<file path="config.mk">
export PLATFORM = sky130hd
export DESIGN_NAME = axis_fifo_flat
export DESIGN_NICKNAME = d
export VERILOG_FILES = /design/src/rtl/axis_fifo_if.sv /design/src/rtl/axis_fifo.sv /design/src/flat_wrapper.sv
export SDC_FILE = /design/constraint.sdc
export NUM_CORES = 1
export LEC_CHECK = 0
export CORE_MARGIN = 2
export CORE_UTILIZATION = 30
export CTS_CLUSTER_SIZE = 28
export DETAILED_ROUTE_END_ITERATION = 10
export GPL_TIMING_DRIVEN = 0
export HOLD_SLACK_MARGIN = 0.02
export SLEW_MARGIN = 20
export SYNTH_ARGS = -nofsm -noshare
export SYNTH_HDL_FRONTEND = slang
export SYNTH_SLANG_ARGS = --single-unit
export TNS_END_PERCENT = 1
</file>
<file path="constraint.sdc">
create_clock -name clk -period 2.3 [get_ports clk]
set_clock_uncertainty 0.1 [all_clocks]
set_input_delay 0.46 -clock clk [delete_from_list [all_inputs] [get_ports clk]]
set_output_delay 0.46 -clock clk [all_outputs]
set_load 0.1 [all_outputs]
</file>
<file path="src/rtl/axis_fifo_if.sv">
// axis_fifo_if: one AXI-Stream link (valid/ready handshake plus a packed beat).
//   valid  producer -> consumer  beat valid
//   ready  consumer -> producer  consumer accepts beat
//   data   producer -> consumer  WORDS packed words of WORD_W bits
// The master modport is the producing side and the slave modport is the consuming side.
interface axis_fifo_if #(
    parameter int WORD_W = 8,
    parameter int WORDS  = 1
);
    logic                           valid;
    logic                           ready;
    logic [WORDS-1:0][WORD_W-1:0]   data;

    modport master (output valid, output data, input ready);
    modport slave  (input valid, input data, output ready);
endinterface

</file>
<file path="src/rtl/axis_fifo.sv">
// axis_fifo: synchronous first-word-fall-through AXI-Stream FIFO.
//   clk    single clock, rising edge
//   rstn   asynchronous active-low reset (pointers/flags/count only, not storage)
//   s      slave stream: s.valid/s.data in, s.ready out
//   m      master stream: m.valid/m.data out, m.ready in
//   count  beats currently stored (registered)
// s.ready and m.valid are registered, so neither depends combinationally on
// s.valid or m.ready.
module axis_fifo #(
    parameter int WORD_W = 8,
    parameter int BUS_W  = 8,   // integer multiple of WORD_W
    parameter int DEPTH  = 8    // power of two, >= 2
) (
    input  logic                       clk,
    input  logic                       rstn,
    axis_fifo_if.slave                 s,
    axis_fifo_if.master                m,
    output logic [$clog2(DEPTH+1)-1:0] count
);
    localparam int WORDS_PER_BEAT = BUS_W / WORD_W;
    localparam int CNT_W          = $clog2(DEPTH + 1);
    localparam int AW             = $clog2(DEPTH);
    localparam int PW             = AW + 1;

    typedef logic [WORDS_PER_BEAT-1:0][WORD_W-1:0] beat_t;

    beat_t            mem [DEPTH];
    logic [PW-1:0]    wr_ptr;
    logic [PW-1:0]    rd_ptr;
    logic             s_ready_q;
    logic             m_valid_q;
    logic [CNT_W-1:0] count_next;
    logic             push;
    logic             pop;

    assign push = s.valid && s_ready_q;
    assign pop  = m_valid_q && m.ready;

    always_comb begin
        count_next = count;
        if (push && !pop)
            count_next = count + 1'b1;
        else if (pop && !push)
            count_next = count - 1'b1;
    end

    always_ff @(posedge clk or negedge rstn) begin
        if (!rstn) begin
            wr_ptr    <= '0;
            rd_ptr    <= '0;
            count     <= '0;
            s_ready_q <= 1'b0;
            m_valid_q <= 1'b0;
        end else begin
            if (push)
                wr_ptr <= wr_ptr + 1'b1;
            if (pop)
                rd_ptr <= rd_ptr + 1'b1;
            count     <= count_next;
            s_ready_q <= (count_next != CNT_W'(DEPTH));
            m_valid_q <= (count_next != '0);
        end
    end

    // Storage has no reset; push is already gated by s_ready_q, which is low in reset.
    always_ff @(posedge clk) begin
        if (push)
            mem[wr_ptr[AW-1:0]] <= s.data;
    end

    // The pointer difference (modulo 2*DEPTH, MSB included) must always equal count.
    always_ff @(posedge clk) begin
        if (rstn)
            assert (CNT_W'(wr_ptr - rd_ptr) == count);
    end

    assign s.ready = s_ready_q;
    assign m.valid = m_valid_q;
    assign m.data  = mem[rd_ptr[AW-1:0]];
endmodule

</file>
<file path="src/flat_wrapper.sv">
// flat-port wrapper written by rule: the top's interface ports become plain ports
module axis_fifo_flat 
#(
    parameter int WORD_W = 8,
    parameter int BUS_W  = 8,                                
    parameter int DEPTH  = 8                         
)
  (clk, rstn, count, s_valid, s_data, s_ready, m_valid, m_data, m_ready);
  axis_fifo_if #(.WORD_W(WORD_W)) s_i ();
  axis_fifo_if #(.WORD_W(WORD_W)) m_i ();
  input  logic clk;
  input  logic rstn;
  output logic [$clog2(DEPTH+1)-1:0] count;
  input wire logic [$bits(s_i.valid)-1:0] s_valid;
  input wire logic [$bits(s_i.data)-1:0] s_data;
  output wire logic [$bits(s_i.ready)-1:0] s_ready;
  output wire logic [$bits(m_i.valid)-1:0] m_valid;
  output wire logic [$bits(m_i.data)-1:0] m_data;
  input wire logic [$bits(m_i.ready)-1:0] m_ready;
  assign s_i.valid = s_valid;
  assign s_i.data = s_data;
  assign s_ready = s_i.ready;
  assign m_valid = m_i.valid;
  assign m_data = m_i.data;
  assign m_i.ready = m_ready;
  axis_fifo #(.WORD_W(WORD_W), .BUS_W(BUS_W), .DEPTH(DEPTH)) u_core (.clk(clk), .rstn(rstn), .s(s_i), .m(m_i), .count(count));
endmodule
</file>
==> results.md, run 1 <==
- Synth Instances: 163
- Length of routed met2 wiring: 2890 µm
- Sequential share of the synthesized area: 70.6%
- Max Clk Rate: 390 MHz
- GRT Residual Overflow: 0
- WL per Instance: 17.1 µm
- Worst Path Required: 1740 ps
- Endpoints failing setup: 8
- Die Ht: 106 µm
- Longest Clk Path Bufs: 2
- Die Area: 0.0113 mm²
- Final hold vios: 0
- Area grow syn2layout: 24.3%
- WS Path Type: reg2out
- Synth Warn #: 0
- Metal3 WL: 242 µm
- Initial core utilization: 30.8%
- Cell depth of the worst flop-to-flop path: 3
- Vias in the first global route: 1629
- Metal-1 WL: 2660 µm
- Critical R2R Launch: u_core.s.ready
- Synth Flop Type: edfxtp_1
- Total wire length: 5930 µm
- Placed inst area: 0.00361 mm²
- Worst Setup Slack, final: -262 ps
- Failing checks: negative setup slack
- Crit-path max FO: 6
- Status: complete, but fails checks
- Cell Rows: 37
- Crit share post-route: 111%
- Antenna diodes: 0
- Htree depth: 3
- Post-detailed-placement half-perimeter wirelength: 3550 µm
- DR pass1 iterations: 4
- Count of different cell masters after synthesis: 30
- Drt initial violations: 97
- Post-route ant nets: 0
- Crit-path cells: buf_6 > clkbuf_16 > mux4_2 > mux2_4 > buf_12
- Core area: 0.0102 mm²
- Netlist Area Pre-Place: 0.00315 mm²
- Synth Area per Inst: 19.3 µm²
- R2R setup slack: 410 ps
- EDFF count, synth: 64
- Worst Setup End Kind: output port
- Largest net degree at the start of global routing: 13
- Max Slew Vio Count: 0
- Gr usage total: 11.0%
- DRC violations left: 0
- Worst path max stage delay: 500 ps
- CP max-delay cell: mux4_2
- Hold Slack: 371 ps
- CTS tree: yes
- Die Wd: 106 µm
- Worst Tran Pin Value: 962 ps
- Hold Path Class: in2async
- Worst path arrival time: 2000 ps
- Crit path time final: 2560 ps
- First-pass GRT wire length: 8950 µm
- CTS Buf Count: 9
- # IOs: 26
- DR vias/cell: 4.55
- Initial antenna violation count: 0
- Layout cell share with drive strength beyond 1: 33.3%
- Ys async rst share: 15.8%
- Relative slew slack: 36.1%
- Port Buf Inserts: 25
- Worst setup SP type: flip-flop
- Clk Latency, worst-skew pair: 350 ps
- # clock sinks: 76
- Vias: 1573
- Unrepaired setup endpoints after global routing: true
- Max Used Layer: met4
- Final net count: 221
- Yosys reg bits: 76
- Post-CTS Hold Buffers: 0
- Finished Cell Area: 0.00391 mm²
- Root Driver: clkbuf_8
- Total of max-cap violations: 0
- Final Wtd Congestion: 0.706
- Syn_nets: 179
- Clk slew on worst S/H paths: 70 ps
- FF-to-FF End: u_core.mem[6][3]
[critical path, delay by kind of cell (launching register included)]
| family | cells | cell delay (ps) |
|---|---|---|
| buffers and inverters | 3 | 480 |
| DFF | 1 | 380 |
| muxes | 2 | 800 |
[per-layer routing]
layer	up-vias	GRT usage, %
li1	732	-
met3	11	2.21
met1	795	14.1
met4	0	6.12
met2	35	17.6
met5	-	0
[registers in the layout, indices dropped and copies added, names as in the netlist]
signal / count
u_core.count: 4
u_core.mem: 64
u_core.wr_ptr: 3
u_core.rd_ptr: 3
u_core.s.ready: 1
u_core.m.valid: 1
[cells in the final DEF (no fill, tap or decap), types with 2 or more instances in the layout]
cell type	count
clkbuf_1	3
ha_1	4
clkdlybuf4s50_1	11
xnor2_1	6
nand2_1	10
nor2_1	3
inv_1	3
buf_6	3
dfrtp_2	3
edfxtp_1	64
buf_4	5
nand2b_1	2
o211ai_1	3
clkinv_2	2
nor3_1	2
and2_1	2
buf_2	2
nor3_2	4
mux4_2	16
dlygate4sd2_1	6
clkbuf_8	12
nor2_2	2
buf_12	9
mux2_4	8
dfrtp_1	9
[Yosys cell counts, types with 2 or more instances]
library cell | instances | area (µm²)
nand2_1 | 10 | 37.5
nor4_1 | 2 | 12.5
clkbuf_1 | 2 | 7.51
o211ai_1 | 3 | 22.5
buf_2 | 3 | 15.0
mux4_1 | 16 | 420
nor2_1 | 5 | 18.8
inv_1 | 3 | 11.3
edfxtp_1 | 64 | 1920
mux2_2 | 9 | 101
and2_1 | 2 | 12.5
xnor2_1 | 6 | 52.6
ha_1 | 4 | 50.1
dfrtp_1 | 12 | 300
nor3_1 | 6 | 30.0
nand2b_1 | 2 | 12.5
[how the worst max path moves through the flow]
stage | from | endpoint | cells past startpoint
2_1_floorplan | u_core.count[1] | u_core.s.ready | 5
3_3_place_gp | u_core.rd_ptr[1] | m_data[2] | 5
3_5_place_dp | u_core.rd_ptr[1] | m_data[2] | 5
4_1_cts | u_core.rd_ptr[0] | m_data[0] | 5
5_1_grt | u_core.rd_ptr[0] | m_data[6] | 5
6_report | u_core.rd_ptr[0] | m_data[6] | 5
[per-stage QoR]
| stage | setup WS (ps) | instances | TNS [ps] | utilization, % |
|---|---|---|---|---|
| CTS | -307 | 345 | -2390 | 37.9 |
| finish | -262 | 346 | -1880 | 38.2 |
| global placement | -1060 | 324 | -38200 | 35.0 |
| global route | -333 | 346 | -2400 | 38.2 |
| floorplan | -54.2 | 163 | -102 | - |
| detailed placement | -1040 | 325 | -19560 | 35.3 |
[cells by family after synthesis]
logic type | share of synthesized area (%)
buffers and inverters | 2.07
xor gates and xnor gates | 1.95
muxes | 16.9
adders and majority gates | 1.59
and+or+nand+nor | 5.29
DFF | 70.6
AOI/OAI and AO/OA | 1.59
[final cells by class]
type                            count  area, µm²
Buffer                              6       52.6
Clock buffer                       14        173
Clock inverter                      2       10.0
Fill cell                         934       6320
Inverter                            3       11.3
Multi-Input combinational cell     77        870
Sequential cell                    76       2230
Tap cell                          136        170
Timing Repair Buffer               32        400
[repair_timing]
action,in CTS,in global routing
gates resized for setup,78,30
hold endpoints to repair,0,0
setup endpoints to repair,14,24
cloned,0,1
buffers inserted,5,0
Power of run 1 is left out: the tool's default activity adds up to more than one toggle a clock period on the data nets, which glitch-free logic cannot reach.
==> inputs of run 2 (changes only) <==
--- a/config.mk
+++ b/config.mk
@@ -11,7 +11,7 @@
 export DETAILED_ROUTE_END_ITERATION = 10
 export GPL_TIMING_DRIVEN = 0
 export HOLD_SLACK_MARGIN = 0.02
-export SLEW_MARGIN = 20
+export SLEW_MARGIN = 10
 export SYNTH_ARGS = -nofsm -noshare
 export SYNTH_HDL_FRONTEND = slang
 export SYNTH_SLANG_ARGS = --single-unit
==> run 2 against run 1 <==
- the run still ends with negative setup slack left
- die area unchanged
- sequential share of layout area is 0.33 points higher
- fmax increased by 0.61%
- critical path type unchanged
- critical path depth unchanged
- final area fell by 0.58%
- worst setup slack improved by 15 ps
- routed wire length up 0.96%
- largest cell class unchanged
- first-iteration DRC count increased by 7.2%
- highest routed layer unchanged
- flip-flop and latch count unchanged
==> results.md, run 2 (synthesized netlist as in run 1, its figures left out) <==
- Status: complete, but fails checks
- Failing checks: negative setup slack
- Drt initial violations: 104 (+7.2%)
- Die Wd: 106 µm (unchanged)
- Post-route ant nets: 0 (unchanged)
- Worst path arrival time: 1990 ps (about the same)
- DR pass1 iterations: 4 (unchanged)
- Final Wtd Congestion: 0.706 (unchanged)
- Port Buf Inserts: 25 (unchanged)
- Crit path time final: 2550 ps (-15.4 ps)
- DP Cell Count: 324 (-0.31%)
- Commonest cells after routing, fill and taps aside: edfxtp_1 (64), mux4_2 (16), clkdlybuf4s50_1 (11)
- WL per Instance: 17.4 µm (+1.5%)
- Finished Cell Area: 0.00389 mm² (-0.58%)
- Root Driver: clkbuf_8
- DRC violations left: 0 (unchanged)
- TNS Setup: -1780 ps (+95.6 ps)
- Worst setup SP type: flip-flop
- Core area: 0.0102 mm² (unchanged)
- Die Ht: 106 µm (unchanged)
- Area grow syn2layout: 23.6%
- Worst Setup End Kind: output port
- Initial antenna violation count: 0 (unchanged)
- CP Buf/Inv Count: 3 (unchanged)
- Filler cell count: 948 (+1.5%)
- Unrepaired setup endpoints after global routing: true
- Hold Path Class: in2async
- Worst Path Required: 1740 ps (about the same)
- DR vias/cell: 4.55 (+0.13%)
- CTS tree: yes
- Reg area: 0.00223 mm² (unchanged)
- Clk slew on worst S/H paths: 80 ps (about the same)
- Total of max-cap violations: 0 (unchanged)
- FF-to-FF End: u_core.mem[5][7]
- Critical R2R Launch: u_core.s.ready
- Htree depth: 3 (unchanged)
- Crit path max-delay family: multiplexers
- Gr usage total: 11.1% (+0.048 points)
- Crit-path cells: buf_6 > clkbuf_16 > mux4_2 > mux2_4 > buf_12
- GRT Residual Overflow: 0 (unchanged)
- Metal3 WL: 159 µm (-34%)
- Endpoints failing setup: 8 (unchanged)
- Vias: 1566 (-0.45%)
- Antenna diodes: 0 (unchanged)
- Post-detailed-placement half-perimeter wirelength: 3460 µm (-2.4%)
- Final hold vios: 0 (unchanged)
- Worst Tran Pin Value: 955 ps (-6.63 ps)
- Crit-path max FO: 5 (-1)
- # clock sinks: 76 (unchanged)
- Most common cell after layout, fill and taps aside: edfxtp_1
- Longest Clk Path Bufs: 2 (unchanged)
- Placed inst area: 0.00360 mm² (-0.45%)
- Metal-1 WL: 2790 µm (+4.8%)
- First-pass GRT wire length: 8920 µm (-0.31%)
- Max Used Layer: met4
- End of the critical path: m_data[6]
- CTS Buf Count: 9 (unchanged)
- Worst path max stage delay: 500 ps (about the same)
- Crit share post-route: 111% (-0.67 points)
- Finished Layout Cells: 344 (-0.58%)
- Relative slew slack: 36.6% (+0.44 points)
- Final net count: 219 (-0.90%)
- Clk Latency, worst-skew pair: 340 ps (about the same)
- Max Clk Rate: 393 MHz (+0.61%)
- Hold Slack: 374 ps (+3.45 ps)
- Max reg flops: 64 (unchanged)
- WS Path Type: reg2out
- Crit path depth: 5 (unchanged)
- Cell Rows: 37 (unchanged)
- Worst Setup Slack, final: -246 ps (+15.4 ps)
- # IOs: 26 (unchanged)
- Largest net degree at the start of global routing: 13 (unchanged)
- CP max-delay cell: mux4_2
- Vias in the first global route: 1595 (-2.1%)
- Layout cell share with drive strength beyond 1: 30.3% (-3.0 points)
- Multi-input logic area: 863 µm² (-0.72%)
- Cell depth of the worst flop-to-flop path: 3 (unchanged)
- CP Launch Point: u_core.rd_ptr[0]
- Total wire length: 5990 µm (+0.96%)
- Initial core utilization: 30.8% (unchanged)
- R2R setup slack: 320 ps (-90 ps)
- Die Area: 0.0113 mm² (unchanged)
- Length of routed met2 wiring: 2910 µm (+0.62%)
- Max Slew Vio Count: 0 (unchanged)
## run 2: changes by cell type in the layout (fill, tap and decap cells not counted), sizes merged
cell and delta:
clkbuf -1, dlygate4sd2 -1, clkdlybuf4s15 +1, bufinv +1
buf -2
## run 2: worst min path at each step
stage	start	endpoint	slack, ps	depth (start not counted)
after floorplan	rstn	u_core.count[0]	60	0
after global placement	u_core.rd_ptr[1]	u_core.rd_ptr[1]	460	3
after detailed placement	u_core.rd_ptr[1]	u_core.rd_ptr[1]	480	3
after CTS	rstn	u_core.count[1]	380	1
after global routing	rstn	u_core.count[1]	420	1
final	rstn	u_core.count[1]	370	1
## run 2: layout make-up
class	count	area share, %
buffer	6	1.45
clock buffer	13	3.57
clock inverter	3	0.965
inverter	3	0.289
multi-input combinational	77	22.2
sequential	76	57.2
tap	136	4.37
timing repair buffer	30	9.94
## run 2: per-layer routing
metal  global-route usage (%)  vias to the layer above
met5                        0                        -
met3                     2.76                        8
li1                         -                      731
met2                     18.3                       28
met4                     5.84                        0
met1                     13.5                      799
## run 2: stage by stage
| stage | util (%) | setup slack (ps) |
|---|---|---|
| 6_report | 38.0 | -246 |
| 3_5_place_dp | 35.1 | -1060 |
| 5_1_grt | 38.0 | -323 |
| 3_3_place_gp | 35.0 | -1060 |
| 2_1_floorplan | - | -54.2 |
| 4_1_cts | 37.6 | -325 |
## run 2: repair_timing
action | in CTS | in global routing
gates cloned | 0 | 1
hold buffers | 0 | 0
endpoints found under the hold margin | 0 | 0
buffers inserted | 3 | 1
pin swaps | 0 | 0
endpoints found under the setup margin | 22 | 17
resized for setup | 76 | 30
Power of run 2 is left out for the same reason.
==> inputs of run 3 (changes only) <==
--- a/config.mk
+++ b/config.mk
@@ -9,7 +9,6 @@
 export CORE_UTILIZATION = 30
 export CTS_CLUSTER_SIZE = 28
 export DETAILED_ROUTE_END_ITERATION = 10
-export GPL_TIMING_DRIVEN = 0
 export HOLD_SLACK_MARGIN = 0.02
 export SLEW_MARGIN = 10
 export SYNTH_ARGS = -nofsm -noshare
==> run 3 against run 2 <==
- global-route usage increased by 0.61 points
- highest routed layer unchanged
- the flow still finishes with violations (negative setup slack)
- register-to-register slack better by 150 ps
- non-clock buffer count increased by 6
- routed wire length down 0.55%
==> results.md, run 3 (synthesized netlist as in run 1, its figures left out) <==
- Post-route ant nets: 0 (unchanged)
- Total wire length: 5950 µm (-0.55%)
- Die Area: 0.0113 mm² (unchanged)
- Most common cell after layout, fill and taps aside: edfxtp_1
- WS Path Type: reg2out
- Die Ht: 106 µm (unchanged)
- Unrepaired setup endpoints after global routing: true
- Hold Path Class: in2async
- Worst setup SP type: flip-flop
- Final Wtd Congestion: 0.710 (+0.68%)
- Post-detailed-placement half-perimeter wirelength: 3540 µm (+2.3%)
- Die Wd: 106 µm (unchanged)
- Longest Clk Path Bufs: 2 (unchanged)
- Crit path time final: 2470 ps (-80.6 ps)
- DR vias/cell: 4.59 (+0.80%)
- Total of max-cap violations: 0 (unchanged)
- CTS Buf Count: 9 (unchanged)
- Htree depth: 3 (unchanged)
- DRC violations left: 0 (unchanged)
- # clock sinks: 76 (unchanged)
- Status: complete, but fails checks
- Clk slew on worst S/H paths: 80 ps (about the same)
- CP max-delay cell: mux4_2
- Max Slew Vio Count: 0 (unchanged)
- Max Clk Rate: 406 MHz (+3.3%)
- Relative slew slack: 62.9% (+26 points)
- Gr usage total: 11.7% (+0.61 points)
- Cell Rows: 37 (unchanged)
- TNS Setup: -1220 ps (+566 ps)
- Initial antenna violation count: 0 (unchanged)
- R2R setup slack: 470 ps (+150 ps)
- Core area: 0.0102 mm² (unchanged)
- Worst Setup End Kind: output port
- Drt initial violations: 136 (+31%)
- Port Buf Inserts: 25 (unchanged)
- Layout cell share with drive strength beyond 1: 36.0% (+5.7 points)
- Worst path arrival time: 1910 ps (-80 ps)
- Max reg flops: 64 (unchanged)
- WL per Instance: 17.0 µm (-2.3%)
- Worst Setup Slack, final: -166 ps (+80.6 ps)
- First-pass GRT wire length: 9750 µm (+9.3%)
- Filler cell count: 946 (-0.21%)
- Failing checks: negative setup slack
- Vias: 1606 (+2.6%)
- Largest net degree at the start of global routing: 18 (+5)
- Clk Latency, worst-skew pair: 340 ps (about the same)
- GRT Residual Overflow: 0 (unchanged)
- Area grow syn2layout: 23.4%
- # IOs: 26 (unchanged)
- Crit-path cells: buf_6 > mux4_2 > mux2_4 > buf_12
- Commonest cells after routing, fill and taps aside: edfxtp_1 (64), buf_4 (20), mux4_2 (16)
- CTS tree: yes
- Crit-path max FO: 5 (unchanged)
- Antenna diodes: 0 (unchanged)
- Initial core utilization: 30.8% (unchanged)
- Worst path max stage delay: 500 ps (about the same)
- DR pass1 iterations: 4 (unchanged)
- Vias in the first global route: 1756 (+10%)
- Final hold vios: 0 (unchanged)
- Crit share post-route: 107% (-3.5 points)
- Endpoints failing setup: 8 (unchanged)
- Root Driver: clkbuf_8
- Final net count: 225 (+2.7%)
- Worst Path Required: 1740 ps (about the same)
- Worst Tran Pin Value: 555 ps (-400 ps)
run 3: changes by cell type in the layout (fill, tap and decap cells not counted), moves of 2 or more:
cell           delta
clkinv_1          -2
nor3_2            -4
clkinvlp_4        +3
clkbuf_1          -5
buf_4            +17
inv_6             +3
buf_2             -2
dlygate4sd2_1     -5
nor3_1            +4
run 3: worst paths after layout:
kind,cells after the start,from,to
max reg2reg,5,u_core.count[0],u_core.s.ready
min reg2reg,1,u_core.wr_ptr[2],u_core.wr_ptr[2]
max in group asynchronous,1,rstn,u_core.s.ready
max,4,u_core.rd_ptr[0],m_data[2]
min,1,rstn,u_core.count[0]
min in group clk,1,u_core.wr_ptr[2],u_core.wr_ptr[2]
run 3: timing repair:
action                     CTS  global route
setup endpoints to repair    8             8
buffers inserted             4             0
gates cloned                 2             0
gates resized for setup     30             1
hold buffers                 0             0
run 3: layout make-up:
type / count / area [µm²] / area share [%]
clock buffers: 9 / 124 / 3.19
clock inverters: 7 / 57.6 / 1.48
inverters: 3 / 11.3 / 0.290
multi-input cells: 77 / 836 / 21.5
flip-flops and latches: 76 / 2230 / 57.3
well taps: 136 / 170 / 4.38
repair buffers: 42 / 458 / 11.8
run 3: worst max-delay path, delay by kind of cell (launching register included):
kind / cells / cell delay (ps)
flops: 1 / 420
mux: 2 / 810
buf+inv: 2 / 330
run 3: stage by stage:
stage               area [µm²]  worst slack [ps]  std cells  hold WS [ps]  utilization [%]
finish                    3880              -166        350           372             37.9
floorplan                 3160             -54.2        163          64.4                -
global route              3880              -225        350           407             37.9
global placement          3700               141        331           479             36.2
detailed placement        3700               104        331           487             36.2
CTS                       3950              -252        353           392             38.6
run 3: per-layer routing:
layer	global-route usage [%]	share of wire (%)	vias up
li1	-	-	740
met1	16.0	45	818
met2	18.4	50	39
met3	1.84	3.2	9
met4	5.47	2.1	0
met5	0	0	-
Power of run 3 is left out for the same reason.
